File: src/rtl/ddr3_pg_pkg.sv
// Shared definitions for the DDR3 page-transfer arbiter and transfer controller.
package ddr3_pg_pkg;

  localparam int unsigned DdrAddrW = 28;

  typedef enum logic {
    OPREAD  = 1'b0,
    OPWRITE = 1'b1
  } pg_op_e;

  typedef enum logic [1:0] {
    StIdle    = 2'd0,
    StIssue   = 2'd1,
    StRelease = 2'd2
  } pg_state_e;

endpackage

File: src/rtl/ddr3_pg_arbiter_rr_pick.sv
// Combinational round-robin picker: first requester strictly after last_grant, with wrap.
module rr_pick
  import ddr3_pg_pkg::*;
#(
  parameter int unsigned NREQ = 2,
  parameter int unsigned IdxW = 1
) (
  input  logic [NREQ-1:0] req,
  input  logic [IdxW-1:0] last_grant,
  output logic [NREQ-1:0] winner,
  output logic            valid
);

  // Two ordered passes: indices above last_grant first, then the wrapped-around ones.
  always_comb begin
    winner = '0;
    valid  = 1'b0;
    for (int i = 0; i < NREQ; i++) begin
      if (!valid && req[i] && (IdxW'(i) > last_grant)) begin
        winner[i] = 1'b1;
        valid     = 1'b1;
      end
    end
    for (int i = 0; i < NREQ; i++) begin
      if (!valid && req[i] && (IdxW'(i) <= last_grant)) begin
        winner[i] = 1'b1;
        valid     = 1'b1;
      end
    end
  end

endmodule

File: src/rtl/ddr3_pg_arbiter.sv
// Round-robin arbiter sharing one DDR3 page-transfer controller among NREQ requesters.
module ddr3_pg_arbiter
  import ddr3_pg_pkg::*;
#(
  parameter int unsigned NREQ    = 2,
  parameter int unsigned TIMEOUT = 4096
) (
  input  logic                         clk,
  input  logic                         rst_n,
  input  logic [NREQ-1:0]              req,
  input  logic [NREQ-1:0]              req_optype,
  input  logic [DdrAddrW*NREQ-1:0]     req_addr,
  output logic [NREQ-1:0]              req_ack,
  output logic                         req_err,
  output logic [NREQ-1:0]              grant,
  output logic                         pg_req,
  output logic                         pg_optype,
  output logic [DdrAddrW-1:0]          pg_req_addr,
  input  logic                         pg_ack,
  output logic                         busy,
  output logic                         timeout_err,
  input  logic                         err_clr
);

  localparam int unsigned IdxW = (NREQ > 1) ? $clog2(NREQ) : 1;
  localparam int unsigned CntW = ($clog2(TIMEOUT) > 12) ? $clog2(TIMEOUT) : 12;

  pg_state_e            state_q, state_d;
  logic [NREQ-1:0]      grant_q, grant_d;
  logic [NREQ-1:0]      req_ack_q, req_ack_d;
  logic                 req_err_q, req_err_d;
  logic                 pg_req_q, pg_req_d;
  logic                 pg_optype_q, pg_optype_d;
  logic [DdrAddrW-1:0]  pg_addr_q, pg_addr_d;
  logic                 timeout_err_q, timeout_err_d;
  logic [CntW-1:0]      cnt_q, cnt_d;
  logic [IdxW-1:0]      last_grant_q, last_grant_d;

  logic [NREQ-1:0]      pick_oh;
  logic                 pick_valid;
  logic [DdrAddrW-1:0]  sel_addr;
  logic                 sel_op;
  logic [IdxW-1:0]      grant_idx;
  logic                 cnt_hit;

  rr_pick #(
    .NREQ (NREQ),
    .IdxW (IdxW)
  ) u_rr_pick (
    .req        (req),
    .last_grant (last_grant_q),
    .winner     (pick_oh),
    .valid      (pick_valid)
  );

  always_comb begin
    sel_addr  = '0;
    sel_op    = 1'b0;
    grant_idx = '0;
    for (int i = 0; i < NREQ; i++) begin
      if (pick_oh[i]) begin
        sel_addr = req_addr[DdrAddrW*i +: DdrAddrW];
        sel_op   = req_optype[i];
      end
      if (grant_q[i]) grant_idx = IdxW'(i);
    end
  end

  assign cnt_hit = (cnt_q == CntW'(TIMEOUT - 1));

  always_ff @(posedge clk or negedge rst_n) begin
    if (!rst_n) begin
      state_q       <= StIdle;
      grant_q       <= '0;
      req_ack_q     <= '0;
      req_err_q     <= 1'b0;
      pg_req_q      <= 1'b0;
      pg_optype_q   <= OPREAD;
      pg_addr_q     <= '0;
      timeout_err_q <= 1'b0;
      cnt_q         <= '0;
      last_grant_q  <= IdxW'(NREQ - 1);
    end else begin
      state_q       <= state_d;
      grant_q       <= grant_d;
      req_ack_q     <= req_ack_d;
      req_err_q     <= req_err_d;
      pg_req_q      <= pg_req_d;
      pg_optype_q   <= pg_optype_d;
      pg_addr_q     <= pg_addr_d;
      timeout_err_q <= timeout_err_d;
      cnt_q         <= cnt_d;
      last_grant_q  <= last_grant_d;
    end
  end

  always_comb begin
    state_d = state_q;
    unique case (state_q)
      StIdle:    if (pick_valid) state_d = StIssue;
      StIssue:   if (pg_ack || cnt_hit) state_d = StRelease;
      StRelease: state_d = StIdle;
      default:   state_d = StIdle;
    endcase
  end

  always_comb begin
    grant_d       = grant_q;
    req_ack_d     = '0;
    req_err_d     = 1'b0;
    pg_req_d      = pg_req_q;
    pg_optype_d   = pg_optype_q;
    pg_addr_d     = pg_addr_q;
    cnt_d         = cnt_q;
    last_grant_d  = last_grant_q;
    timeout_err_d = err_clr ? 1'b0 : timeout_err_q;
    unique case (state_q)
      StIdle: begin
        if (pick_valid) begin
          grant_d     = pick_oh;
          pg_req_d    = 1'b1;
          pg_optype_d = sel_op;
          pg_addr_d   = sel_addr;
          cnt_d       = '0;
        end
      end
      StIssue: begin
        // pg_ack outranks a timeout landing on the same cycle.
        if (pg_ack || cnt_hit) begin
          pg_req_d     = 1'b0;
          req_ack_d    = grant_q;
          last_grant_d = grant_idx;
          if (!pg_ack) begin
            req_err_d     = 1'b1;
            timeout_err_d = 1'b1;
          end
        end else begin
          cnt_d = cnt_q + 1'b1;
        end
      end
      StRelease: grant_d = '0;
      default: ;
    endcase
  end

  assign grant       = grant_q;
  assign req_ack     = req_ack_q;
  assign req_err     = req_err_q;
  assign pg_req      = pg_req_q;
  assign pg_optype   = pg_optype_q;
  assign pg_req_addr = pg_addr_q;
  assign timeout_err = timeout_err_q;
  assign busy        = (state_q != StIdle);

endmodule

File: config.mk
export PLATFORM = sky130hd
export DESIGN_NAME = ddr3_pg_arbiter
export DESIGN_NICKNAME = d
export VERILOG_FILES = /design/src/rtl/ddr3_pg_pkg.sv /design/src/rtl/ddr3_pg_arbiter_rr_pick.sv /design/src/rtl/ddr3_pg_arbiter.sv
export SDC_FILE = /design/constraint.sdc
export NUM_CORES = 1
export LEC_CHECK = 0
export CAP_MARGIN = 15
export CELL_PAD_IN_SITES_DETAIL_PLACEMENT = 1
export CELL_PAD_IN_SITES_GLOBAL_PLACEMENT = 1
export CORE_MARGIN = 8
export CORE_UTILIZATION = 29
export CTS_BUF_LIST = sky130_fd_sc_hd__clkbuf_4 sky130_fd_sc_hd__clkbuf_8
export DETAILED_ROUTE_END_ITERATION = 12
export PLACE_DENSITY = 0.78
export SLEW_MARGIN = 0
export SYNTH_ARGS = -nofsm -noshare
export SYNTH_HDL_FRONTEND = slang
export SYNTH_SLANG_ARGS = --single-unit
File: constraint.sdc
create_clock -name clk -period 1.8 [get_ports clk]
set_clock_uncertainty 0.15 [all_clocks]
set_input_delay 0.36 -clock clk [delete_from_list [all_inputs] [get_ports clk]]
set_output_delay 0.36 -clock clk [all_outputs]
set_load 0.005 [all_outputs]
==> metrics <==
clock sinks=51; Syn Nets=around 290; Worst-Skew Late Latency=0.30 ns; DRC Markers=0; number of max-cap violations=0; Peak VDD IR=0.429 mV; RR Endpoint=last_grant_q; final net count=424; detailed placement HPWL=6.80 mm; IO Pins=about 100; total global routing overflow=0; CTS tree=yes; FF-to-FF setup slack=-0.03 ns; placed insts=450; GPL Wtd Cong=~0.87; Area Overhead vs Synth=68.6%; count leader, synth=dfrtp_1; initial antenna violation count=0; status=finished with violations; CP required=about 1.9 ns; EDFF count, synth=0; HP Class=reg2reg; post-route setup slack=-0.0330 ns; crit path from=cnt_q[1]; Period minus WS final=about 1.8 ns; Die ar.=11,300 sq um; fin. max-slew vios=0; area leader, netlist=dfrtp_1; global-route wire length before repair=13.6 mm; FFs w/ async S/R, synth=100%; vias per inst=between 5 and 6; P per Cell Area=1390 nW/um^2; Final period util=102%; Yosys reg bits=51; relative slew slack=67.5%; Post-Syn Instances=221; Critical Path Start Type=register; R2R Path Start=cnt_q[1]; RSZ-0062 raised after global routing=true; vias in the first global route=about 2,600; total chip power=5.55 mW; Tot GR Track Use=14.8%; yosys warns=0; Worst setup EP type=register; Die X-Extent=about 110 microns; syn_area_per_cell=10.7 sq um; Final setup viols=1; Routed WL=approximately 8.9 mm; Mapped Area=2370 sq um; register area share after synthesis=54.0%; Placement Setup Slack=-0.274 ns; Worst EP arrival=1.93 ns; fin cells=465; Final ANT Viol Nets=0; clock-pin slew on the worst setup and hold paths=0.10 ns; layout cells sized above 1=21.1%; Root Driver=clkbuf_8; final hold violation count=0; LEAKAGE=1.83 nW; Initial Util=29.4%; synth top area cells=dfrtp_1, a222oi_1, mux2i_1; initial drt markers=roughly 130; critical path class=reg2reg; drt wl/cell=19.0 microns; Slew @ Worst Pin=slightly below 0.5 ns; FMAX=~0.55 GHz; Filler cells=882; CTS Buffer Depth=2; row count=33; htree depth=2; post-synth top area share=52.9%; first-pass iteration count of the detailed router=5; maximum fanout along the worst path=5; failing checks=setup timing; vias=2,424; Synth Flop Type=dfrtp_1; # port buffers=100; largest net degree at the start of global routing=20; core area=8050 sq um; ANT cells=0; Worst Reg-to-Reg Cells=5; synth unique cells=between 40 and 50; chip height=roughly 110 microns; worst setup path endpoint=last_grant_q; WHS=0.362 ns; TritonCTS Buffers=5; most frequent cells after synthesis=dfrtp_1, inv_1, nand2_1, a222oi_1, o21ai_0
[cells in the final DEF, fill, tap and decap left out, types with 6 or more instances in the layout]
| master | instances |
|---|---|
| dfrtp_1 | 48 |
| nand3_1 | 7 |
| buf_4 | 41 |
| a222oi_1 | 20 |
| nor2_1 | 6 |
| o21ai_0 | 12 |
| nand2_1 | 22 |
| clkdlybuf4s50_1 | 97 |
| inv_1 | 24 |
| a31oi_1 | 7 |
| a21oi_1 | 7 |
| mux2i_1 | 9 |
[flip-flops by register name (all words and copies together) (netlist names)]
signal	cells
req_ack	2
last_grant_q	1
req_err	1
timeout_err	1
pg_req	1
state_q	2
cnt_q	12
grant	2
pg_req_addr	28
pg_optype	1
[layer usage]
metal | GRT usage (%) | share of wire, % | vias up
li1 | - | - | 1101
met1 | 17.6 | 41 | 1247
met2 | 26.6 | 52 | 70
met3 | 3.45 | 5.5 | 6
met4 | 2.71 | 0.69 | 0
met5 | 0 | 0 | -
[worst max-delay path, cell delays in order, from the launching register on]
cell and delay (ns):
dfrtp_1 0.42, ha_4 0.17, nand4_4 0.15, or3_4 0.39
a21oi_4 0.18, mux2_4 0.31
[final cells by class]
| cell class | count | area, sq um | share of cell area (%) |
|---|---|---|---|
| inverter | 25 | 93.8 | 2.35 |
| sequential | 51 | 1280 | 32.1 |
| clock buffer | 5 | 68.8 | 1.72 |
| timing repair buffer | 143 | 1340 | 33.5 |
| multi-input combinational | 133 | 1010 | 25.4 |
| tap | 105 | 131 | 3.29 |
| clock inverter | 3 | 67.6 | 1.69 |
[worst min path at each step]
stage / endpoint / cells after the start / slack, ns / start
after CTS: pg_req_addr[21] / 2 / 0.37 / pg_req_addr[21]
final: pg_req_addr[21] / 2 / 0.36 / pg_req_addr[21]
after floorplan: cnt_q[0] / 0 / -0.09 / rst_n
after global routing: pg_req_addr[17] / 2 / 0.40 / pg_req_addr[17]
after global placement: cnt_q[4] / 1 / 0.20 / rst_n
after detailed placement: cnt_q[4] / 1 / 0.21 / rst_n
[per-stage QoR]
step | area, sq um | TNS [ns] | util (%)
after global routing | 3990 | -0.144 | 49.6
after global placement | 3740 | -5.19 | 46.4
after detailed placement | 3740 | -7.65 | 46.4
after floorplan | 2380 | 0 | -
final | 3990 | -0.0330 | 49.6
after CTS | 3950 | -0.0252 | 49.1
[cell families after synthesis]
| group | Yosys count | synth area share [%] |
|---|---|---|
| AO/OA/AOI/OAI | 64 | 20.9 |
| adder cells (fa/ha/maj) | 1 | 0.528 |
| buffers and inverters | 37 | 6.18 |
| flip-flops | 51 | 54.0 |
| multiplexers | 10 | 4.44 |
| AND/OR/NAND/NOR | 58 | 14.0 |
[where the power goes]
part / internal, mW / switching (mW) / total, mW / leakage [nW]
clock: 0.555 / 0.408 / 0.963 / 0.0644
combinational: 1.56 / 1.15 / 2.70 / 1.12
sequential: 1.59 / 0.292 / 1.88 / 0.645
total: 3.70 / 1.85 / 5.55 / 1.83
[what timing repair did]
action,CTS,global route
pin swaps,2,2
hold endpoints to repair,15,0
buffers inserted,6,0
resized for setup,7,8
hold buffers,1,0
setup endpoints to repair,30,14
Note: power is estimated with default switching activity, not from simulation.
